`src/rtl/serial_divider_param.sv`:
```
// Bit-serial restoring divider: LSB-first operand load, WIDTH-cycle divide,
// LSB-first quotient/remainder stream with valid/ready backpressure.
module serial_divider_param #(
   parameter int WIDTH     = 16,
   parameter int SIGNED_EN = 1
) (
   input  logic clk,
   input  logic res,
   input  logic A,
   input  logic B,
   input  logic tvalid,
   output logic tready,
   input  logic mode_signed,
   output logic q_out,
   output logic r_out,
   output logic out_valid,
   input  logic out_ready,
   output logic out_last,
   output logic div_zero,
   output logic busy
);

   typedef enum logic [2:0] {
      LOAD,
      PREP,
      CALC,
      FIX,
      OUT
   } state_t;

   localparam int CW = $clog2(WIDTH);
   localparam logic [CW-1:0] CNT_LAST = CW'(WIDTH - 1);
   localparam logic [CW-1:0] CNT_ONE  = CW'(1);

   state_t           state, state_nxt;
   logic [CW-1:0]    cnt;
   logic [WIDTH-1:0] a_reg, b_reg;
   logic [WIDTH-1:0] dq;      // dividend magnitude in, quotient bits shift in behind it
   logic [WIDTH-1:0] dvs;     // divisor magnitude
   logic [WIDTH:0]   rem;     // partial remainder, one guard bit for the trial sign
   logic             sgn, sign_q, sign_r, dz;

   logic             in_beat, cnt_last, b_zero, s_a, s_b;
   logic [WIDTH:0]   shifted, trial;

   always_comb begin
      in_beat  = tvalid & tready;
      cnt_last = (cnt == CNT_LAST);
      b_zero   = (b_reg == '0);
      s_a      = sgn & a_reg[WIDTH-1];
      s_b      = sgn & b_reg[WIDTH-1];
      shifted  = {rem[WIDTH-1:0], dq[WIDTH-1]};
      trial    = shifted - {1'b0, dvs};
   end

   // NOTE: state register and datapath use <= only; all combinational
   // outputs get a default before the case so no latch can be inferred.
   always_ff @(posedge clk) begin
      if (!res) state <= LOAD;
      else      state <= state_nxt;
   end

   always_comb begin
      state_nxt = state;
      tready    = 1'b0;
      out_valid = 1'b0;
      case (state)
         LOAD: begin
            tready = 1'b1;
            if (tvalid && cnt_last) state_nxt = PREP;
         end
         PREP:    state_nxt = b_zero ? FIX : CALC;
         CALC:    if (cnt_last) state_nxt = FIX;
         FIX:     state_nxt = OUT;
         OUT: begin
            out_valid = 1'b1;
            if (out_ready && cnt_last) state_nxt = LOAD;
         end
         default: state_nxt = LOAD;
      endcase
   end

   assign out_last = (state == OUT) & cnt_last;
   assign q_out    = (state == OUT) & dq[0];
   assign r_out    = (state == OUT) & rem[0];
   assign div_zero = dz;
   assign busy     = !((state == LOAD) && (cnt == '0));

   always_ff @(posedge clk) begin
      if (!res) begin
         cnt    <= '0;
         a_reg  <= '0;
         b_reg  <= '0;
         dq     <= '0;
         dvs    <= '0;
         rem    <= '0;
         sgn    <= 1'b0;
         sign_q <= 1'b0;
         sign_r <= 1'b0;
         dz     <= 1'b0;
      end else begin
         case (state)
            LOAD: begin
               if (in_beat) begin
                  // shifting in from the top leaves beat k at bit k after WIDTH beats
                  a_reg <= {A, a_reg[WIDTH-1:1]};
                  b_reg <= {B, b_reg[WIDTH-1:1]};
                  if (cnt == '0) sgn <= mode_signed & (SIGNED_EN != 0);
                  cnt <= cnt_last ? '0 : cnt + CNT_ONE;
               end
            end
            PREP: begin
               dq     <= s_a ? -a_reg : a_reg;
               dvs    <= s_b ? -b_reg : b_reg;
               sign_q <= s_a ^ s_b;
               sign_r <= s_a;
               rem    <= '0;
               dz     <= b_zero;
               cnt    <= '0;
            end
            CALC: begin
               if (!trial[WIDTH]) begin
                  rem <= trial;
                  dq  <= {dq[WIDTH-2:0], 1'b1};
               end else begin
                  rem <= shifted;
                  dq  <= {dq[WIDTH-2:0], 1'b0};
               end
               cnt <= cnt_last ? '0 : cnt + CNT_ONE;
            end
            FIX: begin
               if (dz) begin
                  dq  <= '1;
                  rem <= {1'b0, a_reg};
               end else begin
                  dq  <= sign_q ? -dq : dq;
                  rem <= {1'b0, sign_r ? -rem[WIDTH-1:0] : rem[WIDTH-1:0]};
               end
               cnt <= '0;
            end
            OUT: begin
               if (out_ready) begin
                  dq  <= dq >> 1;
                  rem <= rem >> 1;
                  if (cnt_last) begin
                     cnt <= '0;
                     dz  <= 1'b0;
                  end else begin
                     cnt <= cnt + CNT_ONE;
                  end
               end
            end
            default: cnt <= '0;
         endcase
      end
   end

endmodule
```
`config.mk`:
```
export PLATFORM = sky130hd
export DESIGN_NAME = serial_divider_param
export DESIGN_NICKNAME = d
export VERILOG_FILES = /design/src/rtl/serial_divider_param.sv
export SDC_FILE = /design/constraint.sdc
export NUM_CORES = 1
export LEC_CHECK = 0
export ABC_AREA = 1
export BUFFER_PORTS_ARGS = -buffer_cell sky130_fd_sc_hd__buf_2
export CAP_MARGIN = 20
export CORE_UTILIZATION = 44
export CTS_CLUSTER_SIZE = 20
export DETAILED_ROUTE_END_ITERATION = 8
export REMOVE_ABC_BUFFERS = 1
export SLEW_MARGIN = 25
export SYNTH_ARGS = -nofsm -noshare
export SYNTH_HDL_FRONTEND = slang
export SYNTH_SLANG_ARGS = --single-unit
```
`constraint.sdc`:
```
create_clock -name clk -period 6.9 [get_ports clk]
set_input_delay 0.345 -clock clk [delete_from_list [all_inputs] [get_ports clk]]
set_output_delay 0.345 -clock clk [all_outputs]
set_load 0.005 [all_outputs]
```
After elaboration in Yosys (flattened, before gate mapping)
Cells that the tools add are included.
{"block": "op_classes", "add_sub_neg": 6, "n_bitwise": 7, "reduce_logical": 17, "muxes": 26, "eq_ne": 13}
{"cell": "two-way mux 16 bit", "count": 7}
{"cell": "case mux 17 bit (4 select lines)", "count": 1}
{"cell": "negation 16 bit", "count": 4}
{"cell": "case mux 16 bit (4 select lines)", "count": 1}
{"cell": "two-way mux 17 bit", "count": 2}
{"cell": "subtractor 17 x 16 -> 17 bit", "count": 1}
{"cell": "logical NOT 16 bit", "count": 1}
{"cell": "case mux 3 bit (5 select lines)", "count": 1}
{"cell": "AND reduction 3 bit", "count": 5}
{"cell": "two-way mux 4 bit", "count": 3}
{"cell": "!= test 2 bit, second input constant", "count": 6}
{"cell": "case mux 4 bit (3 select lines)", "count": 1}
{"cell": "two-way mux 3 bit", "count": 3}
{"cell": "bitwise AND 1 bit", "count": 6}
{"cell": "== test 3 x 2 -> 1 bit, second input constant", "count": 2}
{"cell": "two-way mux 1 bit", "count": 6}
{"cell": "!= test 3 bit, second input constant", "count": 2}
{"cell": "AND reduction 2 bit", "count": 3}
{"cell": "adder 4 x 1 -> 4 bit, second input constant", "count": 1}
{"cell": "== test 4 bit, second input constant", "count": 1}
{"cell": "logical NOT 4 bit", "count": 1}
{"cell": "nonzero test 4 bit", "count": 1}
{"cell": "== test 3 x 1 -> 1 bit, second input constant", "count": 1}
{"cell": "== test 3 bit, second input constant", "count": 1}
{"cell": "6 further kinds", "count": 8}
{"block": "totals", "input_bits": 7, "word_cells": 81, "regBits": 92}

Longest topological paths before layout
Gate-level depths: netlist of run 1.
{"block": "depth", "word_depth": 5, "mapped_depth": 18}

Worst setup path after synthesis of run 1
OpenSTA, ideal clock, no wires.
{"block": "synth_path", "path_kind": "register to register", "from": "register dq[15]", "to": "register rem[9]", "path_stages_with_launch": 18, "t_required_ps": 6779, "period_less_slack_ps": 2751, "n_path_buf": 2, "path_slack_ps": 4149, "arrival_ps": 2629, "setup_ps": 121, "path_cell_list": "dfxtp_1 inv_1 ha_1 fa_1 inv_1 nand2_1 nand3_1 nand2_1 nand2_1 a21oi_1 o21bai_1 ha_1 clkbuf_1 inv_1 buf_1 a21oi_1 nand2_1 a21oi_1"}
{"block": "synth_between", "elab_chain_cells": 3}
{"element": "from (decl)", "line_no": "38", "source": "logic [WIDTH-1:0] dq;"}
{"element": "from (signal assigned)", "line_no": "113", "source": "dq <= s_a ? -a_reg : a_reg;"}
{"element": "from (signal assigned)", "line_no": "124", "source": "dq <= {dq[WIDTH-2:0], 1'b1};"}
{"element": "from (signal assigned)", "line_no": "127", "source": "dq <= {dq[WIDTH-2:0], 1'b0};"}
{"element": "subtractor 17 x 16 -> 17 bit", "line_no": "53", "source": "trial = shifted - {1'b0, dvs};"}
{"element": "two-way mux 17 bit", "line_no": "122", "source": "if (!trial[WIDTH]) begin"}
{"element": "case mux 17 bit (4 select lines)", "line_no": "102", "source": "case (state)"}
{"element": "to (signal assigned)", "line_no": "123", "source": "rem <= trial;"}
{"element": "to (signal assigned)", "line_no": "126", "source": "rem <= shifted;"}
{"element": "to (signal assigned)", "line_no": "134", "source": "rem <= {1'b0, a_reg};"}
{"element": "to (decl)", "line_no": "40", "source": "logic [WIDTH:0] rem;"}
No other way between the ends.
A chain may end at the register's enable or synchronous reset.

Worst setup path in the final report of run 1
{"block": "layout_path", "from": "register dq[15]", "to": "register rem[2]"}
The elaborated chain is that of the path after synthesis.

==> impl_results.md, run 1 <==
- Fillers: 1,569
- Crit path to: rem[2]$_SDFFE_PN0P_
- Htree depth: 3
- Setup TNS: 0 ns
- R2R Path End: rem[2]$_SDFFE_PN0P_
- Sink Count: 92
- Worst hold path class: input pin to register
- Area of the multi-input gates: 4030 sq um
- Final Setup Violations: 0
- Syn Inst Count: 1,104
- Area share of the largest cell type after synthesis: 27.6%
- IO Port Bufs: 13
- RSZ-0062 raised after global routing: false
- Post-synthesis sequential area ratio: 27.6%
- Ys flop type: dfxtp_1
- Final Skew: 0.00752 ns
- Worst-Skew Late Latency: 0.35 ns
- First-pass GRT wire length: 32,500 microns
- Netlist cell types: 40
- Final wirelength: 19,700 microns
- 1st-pass router iterations: 7
- Initial Util: 45.5%
- Final Hold Vio Count: 0
- CTS tree: done
- Worst Setup SP: dq[15]$_SDFFE_PN0P_
- Row Count: 44
- Post-CTS setup buffer count: 0
- CTS Buf Count: 9
- Reg with most FFs: rem
- R2r setup slk: 3.35 ns
- Max-Cap Viols: 0
- Clock Path Buffers: 2
- All-Layer GR Usage: 25.8%
- Vias in the first global route: 6,384
- Layout Cells excl Fill: 1,279
- Final WS setup: 3.35 ns
- Starting DRT DRC Count: 547
- Routed WL per cell: 15.4 microns
- CP Class: register to register
- Worst EP required: 7.18 ns
- Layout cells sized above 1: 4.75%
- Number of flip-flops in the largest register: 17
- Routed Antenna Nets: 0
- Drc violations: 0
- Max Slew Vio Count: 0
- Aggregate global routing overflow: 0
- Ports: 14
- N_diodes: 0
- Die span in y: 125 microns
- Via count: 6,936
- Cell count after placement: 1,265
- Pin count of the biggest net entering global routing: 66
- Worst reg-to-reg path cell count: 17
- Vias per cell: 5.42
- Crit end category: register
- Syn avg cell area: 6.04 sq um
- Final Cycle Share: 51.5%
- Hold buffers post-CTS: 0
- Minimum clock period: 3.55 ns
- Initial antenna violation count: 0
- Ys Warns: 0
- Max VDD drop: 0.000142 V
- Critical path fanouts, max: 19
- Die area: 15,700 sq um
- Most area-consuming cells after synthesis: dfxtp_1, nand2_1, a21oi_1
- Startpoint Class: register
- Async S/R FF share, synth: 0%
- Root Driver: clkbuf_16
- Post-Route Utilization: 48.7%
- Leakage Power: 3.30 nW
- Yosys reg bits: 92
- Die width: 125 microns
- Area Overhead vs Synth: 7.00%
- Outcome: complete, no violations
- Worst-path clk slew: 0.07 ns
- Number of synthesized flops with an enable pin: 0
- Worst-Margin Slew: 0.986 ns
- Synthesized area: 6670 sq um
- CP Data Arrival Time: 3.83 ns
- Pwr per Cell Area: 308 nW/um^2
- Core box area: 14,600 sq um
- RePlAce Congestion: 0.906
- Max Fclk: 282 MHz
- Worst r2r src: dq[15]$_SDFFE_PN0P_
- Post-place setup slack: 3.45 ns
- PostCTS Resize Cnt: 0
- Register Area: 1840 sq um
- # nets final: 1,123
- Min Hold Slack: 0.227 ns
- Max_slew headroom: 34.1%
- Hpwl dp: 14,400 microns
- Dominant cell type by area after synthesis: dfxtp_1
final cells by class:
cell class | instances | share of cell area [%]
Clock inverter | 4 | 1.03
Timing Repair Buffer | 17 | 1.33
Clock buffer | 10 | 3.35
Sequential cell | 92 | 25.8
Inverter | 166 | 8.73
Tap cell | 184 | 3.23
Multi-Input combinational cell | 806 | 56.5
placed cells by master, fill, tap and decap left out, types with 2 or more instances in the layout:
cell type,Yosys,routed
xor2_1,15,15
ha_1,23,23
dfxtp_1,92,92
nor2_2,2,2
o21ai_1,13,13
a41oi_1,2,2
o221ai_1,8,8
o211ai_1,7,7
nand2_4,2,2
xnor2_1,5,5
nor2_1,98,97
a31oi_1,5,5
o22ai_1,5,5
clkbuf_16,0,9
nand2_1,261,261
nand3_1,87,87
nand2_2,2,2
bufinv_16,0,2
a22oi_1,5,5
a211oi_1,3,3
nand4_1,11,11
a21oi_1,134,134
a221oi_1,2,2
nor3_1,13,13
nand3_2,3,3
nor2_4,1,2
inv_2,8,8
buf_4,3,4
o21ai_0,92,92
buf_2,8,13
inv_1,157,157
power by group:
group | leakage, nW | switching (W) | total (W) | internal (W)
sequential | 0.750 | 0.0000547 | 0.000634 | 0.000579
clock | 0.155 | 0.000220 | 0.000545 | 0.000324
combinational | 2.40 | 0.000695 | 0.00102 | 0.000327
kinds of logic after synthesis:
group / Yosys count / synth area share, %
xor+xnor: 20 / 2.63
flops: 92 / 27.6
fa+ha+maj: 24 / 4.62
simple gates: 484 / 30.7
buf+inv: 206 / 12.0
compound gates: 278 / 22.4
stage by stage:
stage	power [W]	instance area (sq um)
after CTS	0.00219	7130
after global routing	0.00238	7130
after detailed placement	0.00165	6820
after floorplan	0.00139	6490
final	0.00220	7130
after global placement	0.00164	6820
layer usage:
metal | up-vias | global-route usage [%] | routed length [microns]
met5 | - | 0 | 0
met4 | 0 | 7.32 | 278
met3 | 24 | 4.02 | 1200
met1 | 3121 | 36.8 | 9830
met2 | 196 | 40.3 | 8400
li1 | 3595 | - | -
cell usage after synthesis (7+ instances only):
cell and instances:
nand2_1 261, inv_1 157, a21oi_1 134, nor2_1 98, dfxtp_1 92, o21ai_0 92, nand3_1 87, clkbuf_1 25
ha_1 23, xor2_1 15, nor3_1 13, o21ai_1 13, nand4_1 11, buf_2 8, inv_2 8, o221ai_1 8
o211ai_1 7
worst max-delay path, cell delays in order, from the launching register on:
cell and delay, ns:
dfxtp_1 0.41, inv_1 0.09, ha_1 0.23, fa_1 0.41, inv_1 0.12, nand2_1 0.06
nand3_1 0.11, nand2_1 0.10, nand2_1 0.10, a21oi_1 0.07, o21bai_1 0.14, ha_1 0.57
inv_1 0.43, a21oi_1 0.22, o21ai_0 0.12, o211ai_1 0.11, nand2_1 0.07, a21oi_1 0.12
worst min-delay path by stage:
stage	cells after the start	slack [ns]	to	startpoint
finish	3	0.23	sgn$_SDFFE_PN0P_	mode_signed
global route	3	0.26	sgn$_SDFFE_PN0P_	mode_signed
CTS	3	0.22	sgn$_SDFFE_PN0P_	mode_signed
detailed placement	2	0.45	sign_r$_SDFFE_PN0P_	sign_r$_SDFFE_PN0P_
global placement	2	0.45	sign_r$_SDFFE_PN0P_	sign_r$_SDFFE_PN0P_
floorplan	2	0.44	rem[16]$_SDFFE_PN0P_	rem[16]$_SDFFE_PN0P_
No activity file was read; power rests on OpenSTA's default activity.
==> inputs of run 2 (changes only) <==
--- a/config.mk
+++ b/config.mk
@@ -5,7 +5,7 @@
 export SDC_FILE = /design/constraint.sdc
 export NUM_CORES = 1
 export LEC_CHECK = 0
-export ABC_AREA = 1
+export ABC_AREA = 0
 export BUFFER_PORTS_ARGS = -buffer_cell sky130_fd_sc_hd__buf_2
 export CAP_MARGIN = 20
 export CORE_UTILIZATION = 44
==> constraint.sdc (replaced) <==
create_clock -name clk -period 2.9 [get_ports clk]
set_input_delay 0.145 -clock clk [delete_from_list [all_inputs] [get_ports clk]]
set_output_delay 0.145 -clock clk [all_outputs]
set_load 0.005 [all_outputs]
==> run 2 against run 1 <==
- the flow now finishes with violations (setup timing)
- critical path depth rose by 1
- register-to-register slack got worse by 3.7 ns
- setup slack got worse by 3.7 ns
- first-iteration DRC count rose by 18%
- critical path type unchanged
==> impl_results.md, run 2 <==
- # nets final: 931 (was 1,123)
- Vias per cell: 5.92 (was 5.42)
- Drc violations: 0 (unchanged)
- Max VDD drop: 0.000288 V (was 0.000142 V)
- RSZ-0062 raised after global routing: true (was false)
- CTS Buf Count: 9 (unchanged)
- Simple-gate area share of the yosys netlist: 22.5% (was 30.7%)
- Leakage Power: 2.96 nW (was 3.30 nW)
- Starting DRT DRC Count: 643 (was 547)
- Sink Count: 92 (unchanged)
- Syn avg cell area: 7.46 sq um (was 6.04 sq um)
- Final wirelength: 18,900 microns (was 19,700 microns)
- Post-synthesis sequential area ratio: 28.9% (was 27.6%)
- Max-Cap Viols: 0 (unchanged)
- Slowest library cell on the worst path: or4b_4 (was ha_1)
- Routed Antenna Nets: 0 (unchanged)
- Cell count after placement: 1,054 (was 1,265)
- Crit-path cells: inv_2 -> ha_4 -> fa_2 -> nand2b_4 -> a21oi_2 -> or4b_4 -> a41oi_2 -> nor2_1 -> nor3_1 -> o21bai_1 -> ha_1 -> buf_6 -> nor3_4 -> buf_6 -> a22oi_2 -> nand3_1 -> a221oi_2 -> nor2_1 (was inv_1 -> ha_1 -> fa_1 -> inv_1 -> nand2_1 -> nand3_1 -> nand2_1 -> nand2_1 -> a21oi_1 -> o21bai_1 -> ha_1 -> inv_1 -> a21oi_1 -> o21ai_0 -> o211ai_1 -> nand2_1 -> a21oi_1)
- Worst Setup SP: dq[15]$_SDFFE_PN0P_ (unchanged)
- Commonest non-fill, non-tap cell in the layout: nand2_1 (unchanged)
- R2R Path End: rem[15]$_SDFFE_PN0P_ (was rem[2]$_SDFFE_PN0P_)
- Psw: 0.000612 W (was 0.000970 W)
- Die span in y: 122 microns (was 125 microns)
- Commonest cells after routing, fill and taps aside: nand2_1, dfxtp_1, buf_4 (was nand2_1, inv_1, a21oi_1)
- 1st-pass router iterations: 5 (was 7)
- Area share of the largest cell type after synthesis: 28.9% (was 27.6%)
- R2r setup slk: -0.37 ns (was 3.35 ns)
- Flop pwr share: 51.4% (was 28.8%)
- Initial antenna violation count: 0 (unchanged)
- Post-Route Utilization: 53.9% (was 48.7%)
- CTS tree: done (unchanged)
- Crit path to: rem[15]$_SDFFE_PN0P_ (was rem[2]$_SDFFE_PN0P_)
- Ys flop type: dfxtp_1 (unchanged)
- Worst reg-to-reg path cell count: 18 (was 17)
- Core box area: 14,000 sq um (was 14,600 sq um)
- Crit end category: register (unchanged)
- N_diodes: 0 (unchanged)
- Worst hold path class: input pin to register (unchanged)
- Hpwl dp: 13,300 microns (was 14,400 microns)
- Synthesized area: 6370 sq um (was 6670 sq um)
- Hold wc startpoint: B (was mode_signed)
- Final Skew: 0.00585 ns (was 0.00752 ns)
- Pwr per Cell Area: 331 nW/um^2 (was 308 nW/um^2)
- Max_slew headroom: 43.6% (was 34.1%)
- Pin count of the biggest net entering global routing: 49 (was 66)
- Final Cycle Share: 113% (was 51.5%)
- Layout cells sized above 1: 19.1% (was 4.75%)
- Initial Util: 45.6% (was 45.5%)
- Max Fclk: 305 MHz (was 282 MHz)
- Violated checks: setup timing
- Via count: 6,418 (was 6,936)
- Post-synthesis mux area share: 0.628% (was 0%)
- Number of flip-flops in the largest register: 17 (unchanged)
- Htree depth: 3 (unchanged)
- First-pass GRT wire length: 30,200 microns (was 32,500 microns)
- Design Power: 0.00249 W (was 0.00220 W)
- Number of synthesized flops with an enable pin: 0 (unchanged)
- Die width: 122 microns (was 125 microns)
- Clock Path Buffers: 2 (unchanged)
- Layout Cells excl Fill: 1,085 (was 1,279)
- Worst-path clk slew: 0.07 ns (about the same)
- Worst EP required: 3.14 ns (was 7.18 ns)
- Row Count: 43 (was 44)
- Compound-cell area share of the yosys netlist: 29.4% (was 22.4%)
- Area Overhead vs Synth: 18.2% (was 7.00%)
- Sw Ratio: 24.6% (was 44.1%)
- CP Class: register to register (unchanged)
- Startpoint Class: register (unchanged)
- Final WS setup: -0.374 ns (was 3.35 ns)
- RePlAce Congestion: 0.902 (was 0.906)
- Max Slew Vio Count: 0 (unchanged)
- Die area: 15,000 sq um (was 15,700 sq um)
- Comb pwr share: 3.3% (was 46.4%)
- Outcome: finished, violations left (was complete, no violations)
- All-Layer GR Usage: 25.7% (was 25.8%)
- Post-synth top cells: nand2_1, dfxtp_1, a21oi_1, nor2_1, o21ai_0 (was nand2_1, inv_1, a21oi_1, nor2_1)
- Routed WL per cell: 17.4 microns (was 15.4 microns)
- Ys Warns: 0 (unchanged)
- Reg with most FFs: rem (unchanged)
- Top-count cell post-synth: nand2_1 (unchanged)
- Clock power frac: 45.3% (was 24.8%)
- Yosys reg bits: 92 (unchanged)
- Final Hold Vio Count: 0 (unchanged)
- Netlist cell types: 71 (was 40)
- Aggregate global routing overflow: 0 (unchanged)
- Async S/R FF share, synth: 0% (unchanged)
- Root Driver: clkbuf_16 (unchanged)
- IO Port Bufs: 13 (unchanged)
- Worst-Margin Slew: 0.841 ns (was 0.986 ns)
- Dominant cell type by area after synthesis: dfxtp_1 (unchanged)
- Most area-consuming cells after synthesis: dfxtp_1, nand2_1, a21oi_1 (unchanged)
- Post-synthesis xor/xnor area fraction: 7.42% (was 2.63%)
- Ports: 14 (unchanged)
- Cell Int Power: 0.00188 W (was 0.00123 W)
- Worst-Skew Late Latency: 0.35 ns (about the same)
- Post-Synth Adder-Cell Area: 4.83% (was 4.62%)
- Syn Inst Count: 855 (was 1,104)
- Largest family of logic cells by synthesized area: compound AO/OA/AOI/OAI gates (was simple AND/OR/NAND/NOR gates)
- Final Setup Violations: 17 (was 0)
- Minimum clock period: 3.27 ns (was 3.55 ns)
- CP Data Arrival Time: 3.51 ns (was 3.83 ns)
- CP max stage delay: 0.53 ns (was 0.57 ns)
- Critical path fanouts, max: 5 (was 19)
- Vias in the first global route: 5,906 (was 6,384)
- Worst r2r src: dq[15]$_SDFFE_PN0P_ (unchanged)
run 2: changes by cell type after synthesis, sizes merged, moves of 13 or more:
cell    delta
nand2    -138
inv      -129
nand3     -72
a21oi     -61
o21ai     -40
nor2      -31
a21boi    +29
xnor2     +21
a221oi    +14
clkbuf    +14
nand2b    +14
xor2      +13
run 2: timing repair:
item,CTS,global route
gates resized for setup,38,23
setup endpoints to repair,17,17
hold endpoints to repair,0,0
gates cloned,1,0
hold buffers,0,0
setup buffers,10,4
pin swaps,29,15
run 2: worst max-delay path: cells and delay by family, from the launching register on:
kind                     cells  cell delay, ns
AND/OR/NAND/NOR              7            1.07
adder cells (fa/ha/maj)      3            0.73
AO/OA/AOI/OAI                5            0.69
buffers and inverters        3            0.35
flip-flops                   1            0.32
run 2: worst min path at each step:
stage               cells past startpoint                endpoint  slack [ns]
floorplan                               2    rem[16]$_SDFFE_PN0P_        0.26
global placement                        3  a_reg[15]$_SDFFE_PN0P_        0.39
detailed placement                      3  b_reg[15]$_SDFFE_PN0P_        0.39
CTS                                     3  b_reg[15]$_SDFFE_PN0P_        0.02
global route                            3  b_reg[15]$_SDFFE_PN0P_        0.04
finish                                  3  b_reg[15]$_SDFFE_PN0P_        0.03
run 2: stage by stage:
step           area (sq um)  setup slack (ns)  TNS, ns  hold WS (ns)
2_1_floorplan          6110            -0.550    -5.69         0.261
3_3_place_gp           6910            -0.651    -7.59         0.385
3_5_place_dp           6910            -0.768    -9.15         0.392
4_1_cts                7400            -0.333    -4.65        0.0188
5_1_grt                7530            -0.573    -7.93        0.0409
6_report               7530            -0.374    -4.83        0.0273
run 2: power groups by stage:
stage	sequential, W	clock, W	combinational [W]
floorplan	0.00131	0	0.0000429
global placement	0.00131	0	0.0000807
detailed placement	0.00131	0	0.0000819
CTS	0.00128	0.00114	0.0000821
global route	0.00128	0.00120	0.0000921
finish	0.00128	0.00113	0.0000823
run 2: area by class of cell:
| class | instances | area (sq um) |
|---|---|---|
| clock buffers | 9 | 225 |
| clock inverters | 7 | 51.3 |
| fillers | 1343 | 6450 |
| inverters | 38 | 144 |
| multi-input cells | 665 | 4350 |
| flip-flops and latches | 92 | 1850 |
| well taps | 180 | 225 |
| repair buffers | 94 | 696 |
run 2: cells by family after synthesis:
group / count (synthesis)
AND/OR/NAND/NOR: 301
adder cells (fa/ha/maj): 24
XOR/XNOR: 54
multiplexers: 4
AO/OA/AOI/OAI: 282
buffers and inverters: 98
flip-flops: 92
run 2: metal layers:
layer | global-route usage, % | wire [microns]
met5 | 0 | 0
met3 | 4.97 | 1160
met2 | 40.0 | 8560
met1 | 35.5 | 8840
met4 | 7.93 | 338
